==> src/rtl/uart_tx_if.sv <==
// uart_tx_if: character handshake between transmit holding logic and the serializer
interface uart_tx_if;
    logic [7:0] data_in;
    logic       data_valid;
    logic       data_ready;
    modport master (output data_in, data_valid, input data_ready);
    modport slave (input data_in, data_valid, output data_ready);
endinterface

==> src/rtl/uart_tx.sv <==
// uart_tx: 16550-style serializer, start + 5..8 data LSB first + optional parity + 1/1.5/2 stop
module uart_tx #(
    parameter int OVERSAMPLE = 16
) (
    input  logic       clk,
    input  logic       rst,
    input  logic       sample_tick,
    output logic       enable_sample,
    input  logic       enable,
    input  logic [3:0] data_bits,
    input  logic       stop_bits,
    input  logic       parity_en,
    input  logic       parity_even,
    input  logic       stick_parity,
    input  logic       break_ctrl,
    uart_tx_if.slave   dif,
    output logic       txd,
    output logic       busy,
    output logic       tx_done
);
    localparam int TW = $clog2(2 * OVERSAMPLE);
    typedef enum logic [2:0] {IDLE, START, DATA, PARITY, STOP} state_t;
    state_t state_q, state_d;
    logic [TW-1:0] tick_q, tick_d, stop_lim_q, lim;
    logic [2:0] bit_q, bit_d, last_q, last_c;
    logic [7:0] shreg_q, shreg_d, mask;
    logic line_q, line_d, busy_d, done_d, ready_q, ready_d, txd_q, txd_d;
    logic par_q, pen_q, par_c, load, step, adv;
    logic [TW-1:0] lim_c;
    assign last_c = data_bits < 4'd5 ? 3'd4 : data_bits > 4'd8 ? 3'd7 : 3'(data_bits - 4'd1);
    assign mask = 8'hFF >> (3'd7 - last_c);
    assign par_c = stick_parity ? ~parity_even : parity_even ? ^(dif.data_in & mask) : ~^(dif.data_in & mask);
    assign lim_c = !stop_bits ? TW'(OVERSAMPLE - 1) : last_c == 3'd4 ? TW'(OVERSAMPLE * 3 / 2 - 1) : TW'(2 * OVERSAMPLE - 1);
    assign step = sample_tick && busy;
    assign lim = state_q == STOP ? stop_lim_q : TW'(OVERSAMPLE - 1);
    assign adv = step && tick_q == lim;
    assign enable_sample = busy;
    assign dif.data_ready = ready_q;
    assign txd = txd_q;
    // next-state, tick/bit counting and next line value
    always_comb begin
        state_d = state_q;
        tick_d = step ? (adv ? '0 : tick_q + TW'(1)) : tick_q;
        bit_d = bit_q;
        shreg_d = shreg_q;
        line_d = line_q;
        busy_d = busy;
        done_d = 1'b0;
        ready_d = ready_q;
        load = 1'b0;
        unique case (state_q)
            IDLE: begin
                ready_d = enable;
                if (dif.data_valid && ready_q) begin
                    load = 1'b1;
                    state_d = START;
                    line_d = 1'b0;
                    busy_d = 1'b1;
                    ready_d = 1'b0;
                    tick_d = '0;
                    bit_d = '0;
                    shreg_d = dif.data_in;
                end
            end
            START: if (adv) begin
                state_d = DATA;
                line_d = shreg_q[0];
                shreg_d = shreg_q >> 1;
            end
            DATA: if (adv) begin
                if (bit_q == last_q) begin
                    state_d = pen_q ? PARITY : STOP;
                    line_d = pen_q ? par_q : 1'b1;
                end else begin
                    bit_d = bit_q + 3'd1;
                    line_d = shreg_q[0];
                    shreg_d = shreg_q >> 1;
                end
            end
            PARITY: if (adv) begin
                state_d = STOP;
                line_d = 1'b1;
            end
            STOP: if (adv) begin
                state_d = IDLE;
                busy_d = 1'b0;
                done_d = 1'b1;
                ready_d = enable;
            end
            default: state_d = IDLE;
        endcase
        txd_d = break_ctrl ? 1'b0 : line_d;
    end
    // state, outputs and per-frame line format registers
    always_ff @(posedge clk or negedge rst) begin
        if (!rst) begin
            state_q <= IDLE;
            tick_q <= '0;
            bit_q <= '0;
            shreg_q <= '0;
            line_q <= 1'b1;
            txd_q <= 1'b1;
            busy <= 1'b0;
            tx_done <= 1'b0;
            ready_q <= 1'b0;
            last_q <= 3'd7;
            par_q <= 1'b0;
            pen_q <= 1'b0;
            stop_lim_q <= TW'(OVERSAMPLE - 1);
        end else begin
            state_q <= state_d;
            tick_q <= tick_d;
            bit_q <= bit_d;
            shreg_q <= shreg_d;
            line_q <= line_d;
            txd_q <= txd_d;
            busy <= busy_d;
            tx_done <= done_d;
            ready_q <= ready_d;
            if (load) begin
                last_q <= last_c;
                par_q <= par_c;
                pen_q <= parity_en;
                stop_lim_q <= lim_c;
            end
        end
    end
endmodule

==> src/flat_wrapper.sv <==
// flat-port wrapper written by rule: the top's interface ports become plain ports
module uart_tx_flat 
#(
    parameter int OVERSAMPLE = 16
)
  (clk, rst, sample_tick, enable_sample, enable, data_bits, stop_bits, parity_en, parity_even, stick_parity, break_ctrl, txd, busy, tx_done, dif_data_in, dif_data_valid, dif_data_ready);
  uart_tx_if dif_i ();
  input  logic clk;
  input  logic rst;
  input  logic sample_tick;
  output logic enable_sample;
  input  logic enable;
  input  logic [3:0] data_bits;
  input  logic stop_bits;
  input  logic parity_en;
  input  logic parity_even;
  input  logic stick_parity;
  input  logic break_ctrl;
  output logic txd;
  output logic busy;
  output logic tx_done;
  input wire logic [$bits(dif_i.data_in)-1:0] dif_data_in;
  input wire logic [$bits(dif_i.data_valid)-1:0] dif_data_valid;
  output wire logic [$bits(dif_i.data_ready)-1:0] dif_data_ready;
  assign dif_i.data_in = dif_data_in;
  assign dif_i.data_valid = dif_data_valid;
  assign dif_data_ready = dif_i.data_ready;
  uart_tx #(.OVERSAMPLE(OVERSAMPLE)) u_core (.clk(clk), .rst(rst), .sample_tick(sample_tick), .enable_sample(enable_sample), .enable(enable), .data_bits(data_bits), .stop_bits(stop_bits), .parity_en(parity_en), .parity_even(parity_even), .stick_parity(stick_parity), .break_ctrl(break_ctrl), .dif(dif_i), .txd(txd), .busy(busy), .tx_done(tx_done));
endmodule
==> config.mk <==
export PLATFORM = sky130hd
export DESIGN_NAME = uart_tx_flat
export DESIGN_NICKNAME = d
export VERILOG_FILES = /design/src/rtl/uart_tx_if.sv /design/src/rtl/uart_tx.sv /design/src/flat_wrapper.sv
export SDC_FILE = /design/constraint.sdc
export NUM_CORES = 1
export LEC_CHECK = 0
export ABC_AREA = 1
export CAP_MARGIN = 20
export CORE_MARGIN = 3
export CORE_UTILIZATION = 50
export DETAILED_ROUTE_END_ITERATION = 8
export PLACE_DENSITY = 0.84
export SLEW_MARGIN = 5
export SYNTH_ARGS = -nofsm -noshare
export SYNTH_HDL_FRONTEND = slang
export SYNTH_SLANG_ARGS = --single-unit
==> constraint.sdc <==
create_clock -name clk -period 2 [get_ports clk]
set_input_delay 0.3 -clock clk [delete_from_list [all_inputs] [get_ports clk]]
set_output_delay 0.3 -clock clk [all_outputs]
set_load 0.02 [all_outputs]
# == Yosys cells after proc, flatten, opt, wreduce, memory -nomap -nowiden ==
# Index checks and enable logic that the tools add are counted.
# op_classes
reduce_logical,14
bitwise,2
muxes,46
addsub,4
n_lt_le_gt_ge,2
shifts,1
eq_ne,14
# op_table
cell,n
3-bit two-way mux,12
8-bit two-way mux,4
5-bit two-way mux,6
8-bit one-hot mux with 3 select lines,1
1-bit two-way mux,17
3-bit one-hot mux with 5 select lines,1
2-bit by 1-bit inequality test with 1-bit output (second input constant),6
8-bit bitwise AND,1
8-bit XNOR reduction,1
8-bit parity,1
8-bit by 3-bit right shift with 8-bit output (first input constant),1
3-bit by 2-bit == test with 1-bit output (second input constant),2
3-bit == test (second input constant),2
3-bit one-hot mux with 2 select lines,1
6-bit AND reduction,1
5-bit by 1-bit adder with 5-bit output (second input constant),1
5-bit == test,1
5-bit AND reduction,1
4-bit > comparator (second input constant),1
4-bit by 3-bit < comparator with 1-bit output (second input constant),1
4-bit two-way mux,1
1-bit one-hot mux with 2 select lines,2
1-bit one-hot mux with 4 select lines,1
4-bit AND reduction,1
13 further kinds,16
# word_totals
output_inout_bits,5
register_bits,34
wordCells,96
input_bits,22

# == Longest topological paths before layout ==
# depth
ltp_word,9
ltp_mapped,16
mapped_depth_nobuf,16

# == Least setup slack after synthesis ==
# OpenSTA, ideal clock, no wires.
# synth_path
kind,register to register
from,register u_core.busy
to,register u_core.shreg_q[6]
t_arrival_ps,1651
period_less_slack_ps,1725
setup_time_ps,74
n_path_buf,1
path_stages_with_launch,10
setup_slack_ps,275
t_required_ps,1926
cell_sequence,dfrtp_1 nand2_1 nor3_2 nand2_2 nor2_4 a21oi_1 and2b_4 buf_8 nand2_1 o21ai_2
# synth_between
elab_chain_cells,4
word_cells_on_any_way,5
cone_classes,eq/ne (2); reduce/logical (3)
# synth_rtl
item,line,rtl
from (decl),uart_tx.sv:18,"output logic busy,"
from (signal assigned),uart_tx.sv:117,busy <= busy_d;
1-bit logical AND *,uart_tx.sv:34,assign step = sample_tick && busy;
1-bit logical AND *,uart_tx.sv:36,assign adv = step && tick_q == lim;
2-bit by 1-bit inequality test with 1-bit output (no source line),--,
5-bit AND reduction (no source line) *,--,
to (signal assigned),uart_tx.sv:114,shreg_q <= shreg_d;
to (decl),uart_tx.sv:26,"logic [7:0] shreg_q, shreg_d, mask;"
# Every way passes the cells marked *; elsewhere a longest branch is shown, timed or not.
# A chain may end at the register's enable or synchronous reset.

# == Worst setup path after layout ==
# layout_path
from,register u_core.state_q[1]
to,register u_core.shreg_q[4]
# layout_between
elab_chain_cells,6
word_cells_on_any_way,14
cone_classes,eq/ne (8); mux (2); reduce/logical (4)
# layout_rtl
item,line,rtl
from (decl),uart_tx.sv:23,"state_t state_q, state_d;"
from (signal assigned),uart_tx.sv:111,state_q <= state_d;
3-bit == test,uart_tx.sv:35,assign lim = state_q == STOP ? stop_lim_q : TW'(OVERSAMPLE - 1);
5-bit two-way mux,uart_tx.sv:35,
5-bit == test,uart_tx.sv:36,
1-bit logical AND,uart_tx.sv:36,
2-bit by 1-bit inequality test with 1-bit output (no source line),--,
5-bit AND reduction (no source line),--,
# Several ways; a longest one is shown, not always the timed one.

==> qor.csv <==
stage;metric;value;unit
critical_path;crit_start;u_core.state_q[1];
run_status;outcome;finished, final reports clean;
clock_tree;clockBufferDepth;2;
worst_hold_path;min_path_type;primary input to async pin;
clock_tree;htreeDepth;2;
critical_path;worstSetupEndpointType;register;
final_layout;multi_input_area;892;µm²
final_layout;stdcell_area;0.00228;mm²
placed_design;dpl.cell_count;319;
die;dieArea;0.00442;mm²
placed_design;gp_congestion;0.867;
clock_tree;clk_pin_slew;0.10;ns
sta;max_freq;544;MHz
critical_path;worstSetupPathType;register to register;
drt;ant_nets;0;
sta;finalSetupViolations;0;
drt;drc;0;
sta;finalMaxSlewViolations;0;
critical_path;cp.arrival;2.06;ns
sta;slew_headroom;69.9;%
global_routing;grt_use_met3;5.40;%
clock_tree;clkSinkCount;31;
placed_design;placed_area;0.00220;mm²
clock_tree;cts-buffers-inserted;5;
logic_synthesis;syn_nets;265;
logic_synthesis;synth_area;0.00183;mm²
critical_path;r2r_start;u_core.state_q[1];
die;dieHeight;66.5;µm
logic_synthesis;yosysTopAreaCell;dfrtp_1;
logic_synthesis;async_flop_share;100;%
global_routing;grt_pass1_vias;1609;
logic_synthesis;ys.flop_type;dfrtp_1;
placed_design;portBuffers;26;
drt;num_vias;1644;
final_layout;fillers;309;
sta;fin_skew;0.0159;ns
logic_synthesis;synth_edf_count;0;
sta;hold_violations;0;
power;power.total;1.10;mW
logic_synthesis;synth.top_cell.area_share;34.2;%
final_layout;n_antenna_cell;0;
power;ir_worst_vdd;0.336;mV
drt;avgRoutedWirePerCell;11.4;µm
sta;period_minus_slack;1.84;ns
placed_design;place_ws;-0.0818;ns
power;leakagePower;1.14;nW
logic_synthesis;synth_area_leaders;dfrtp_1 34%, nand2_1 13%, dfstp_2 8.6%;
critical_path;crit_fanout;8;
drt;drt_pass1_iterations;4;
die;initial_utilization;53.5;%
global_routing;grt_usage;19.9;%
final_layout;finalNetCount;307;
logic_synthesis;synth_seq_cells;31;
clock_tree;cts_tree;built;
global_routing;grt_busiest_layer;met2;
critical_path;crit_buf_inv;0;
global_routing;met1_usage;23.8;%
drt;drt_iter0_drc;89;
clock_tree;clock_latency;0.34;ns
global_routing;grt_pass1_wl;6730;µm
logic_synthesis;synth_warnings;0;
global_routing;grt_util_met2;33.6;%
final_layout;syn_to_final_growth;24.6;%
final_layout;finish.utilization;66.7;%
power;p_per_area;483;mW/mm²
critical_path;worstSetupStartpointType;register;
critical_path;crit_chain;nor2_1 -> nand2_2 -> nor2_4 -> xor2_1 -> nand3_1 -> a21oi_2 -> and2b_2 -> o21ai_1;
critical_path;cpPeakStageDelay;0.45;ns
critical_path;cp_top_family;simple AND/OR/NAND/NOR gates;
critical_path;crit_cells;8;
die;io_pins;27;
placed_design;hpwl;2710;µm
logic_synthesis;synth.avg_cell_area;7.62;µm²
sta;finalCritPeriodShare;91.9;%
clock_tree;clockRootBuffer;clkbuf_4;
global_routing;grt_max_degree;32;
final_layout;fin_cells;329;
clock_tree;cts_hold_buf;0;
global_routing;grt_antenna_before_repair;0;
die;fp-row-count;21;
sta;worst_pin_slew;0.452;ns
critical_path;reg2reg_depth;8;
critical_path;endpoint;u_core.shreg_q[4];
logic_synthesis;ys_seq_area_share;42.8;%
drt;viasPerCell;5.00;
critical_path;cp.required;2.22;ns
drt;drt-total-wl;3750;µm
critical_path;crit_slowest_cell;dfrtp_2;
die;die_x;66.5;µm
logic_synthesis;synth_cell_types;35;
final_layout;ff_latch_area;785;µm²
global_routing;grt.overflow.total;0;
sta;setup_ws;0.162;ns
run;cap_violations;0;
critical_path;r2r_end;u_core.shreg_q[4];
final_layout;drive_gt1_share;15.5;%
logic_synthesis;syn_inst;240;
die;coreArea;0.00342;mm²
critical_path;rrSetupSlack;0.16;ns
==> layer usage <==
layer	part of all wire, %	vias to the layer above
li1	-	852
met1	46	751
met2	48	39
met3	4.8	2
met4	0.51	0
met5	0	-
==> power breakdown <==
group | leakage [nW] | internal [mW] | switching (mW)
clock | 0.0293 | 0.137 | 0.211
combinational | 0.768 | 0.0672 | 0.0582
sequential | 0.347 | 0.627 | 0
total | 1.14 | 0.831 | 0.269
==> sequential cells by signal, indices dropped and copies added, names as in the netlist <==
signal / flops
u_core.state_q: 3
u_core.last_q: 3
u_core.pen_q: 1
u_core.tick_q: 5
u_core.busy: 1
u_core.bit_q: 3
u_core.tx_done: 1
u_core.stop_lim_q: 2
u_core.txd: 1
u_core.shreg_q: 8
u_core.par_q: 1
u_core.line_q: 1
u_core.dif.data_ready: 1
==> cell families (layout without fill, tap and decap cells) <==
logic type,count (synthesis),after routing,share of synthesized area (%)
AO/OA/AOI/OAI,43,43,13.0
XOR/XNOR,9,9,4.72
adder cells (fa/ha/maj),3,3,2.05
buffers and inverters,42,84,9.51
flip-flops,31,31,42.8
multiplexers,1,1,0.616
AND/OR/NAND/NOR,111,112,27.2
==> layout by cell type, fill, tap and decap left out, types with 2 or more instances in the layout <==
cell type,n
a211oi_1,2
o211ai_1,2
clkbuf_1,2
o21ai_0,21
nor2_4,2
o21ai_2,3
dfrtp_1,24
dfstp_2,6
nand3_1,17
xnor2_1,5
clkbuf_4,5
o21ai_1,7
nand2_1,64
clkdlybuf4s50_1,26
nor3_1,2
nor2_1,12
xor2_1,3
buf_4,12
nor2_2,2
nand2_2,3
nor4_1,2
a21oi_1,5
nand4_1,2
inv_1,36
ha_1,3
==> through the flow <==
| stage | setup TNS, ns | hold WS, ns |
|---|---|---|
| global route | -0.00538 | 0.362 |
| detailed placement | -0.101 | 0.465 |
| CTS | 0 | 0.349 |
| global placement | -0.0471 | 0.464 |
| floorplan | 0 | 0.00441 |
| finish | 0 | 0.351 |
==> worst min path at each step <==
stage | start | end | slack [ns] | cells past startpoint
after CTS | rst | u_core.busy | 0.35 | 2
after global routing | rst | u_core.shreg_q[0] | 0.36 | 2
after detailed placement | u_core.last_q[1] | u_core.last_q[1] | 0.47 | 2
final | rst | u_core.stop_lim_q[4] | 0.35 | 2
after global placement | u_core.last_q[1] | u_core.last_q[1] | 0.46 | 2
after floorplan | rst | u_core.bit_q[0] | 0.004 | 0
==> final cells by class <==
cell class	count	share of cell area (%)
Multi-Input combinational cell	168	39.2
Sequential cell	31	34.5
Timing Repair Buffer	38	15.4
Inverter	38	6.26
Tap cell	46	2.53
Clock buffer	7	1.98
Clock inverter	1	0.220
==> cells in the mapped netlist (2+ instances only) <==
master	instances
nand2_1	64
inv_1	36
nor3_1	2
o21ai_0	21
dfrtp_1	25
o211ai_1	2
nand2_2	3
nand4_1	2
nor2_4	2
o21ai_2	2
nor4_1	2
a211oi_1	2
ha_1	3
xnor2_1	5
xor2_1	3
dfstp_2	6
a21oi_1	6
nand3_1	17
o21ai_1	8
nor2_1	14
==> timing repair <==
item / in CTS / in global routing
setup endpoints to repair: 0 / 11
setup buffers: 0 / 1
gates resized for setup: 0 / 6
(Power assumes the default switching activity.)
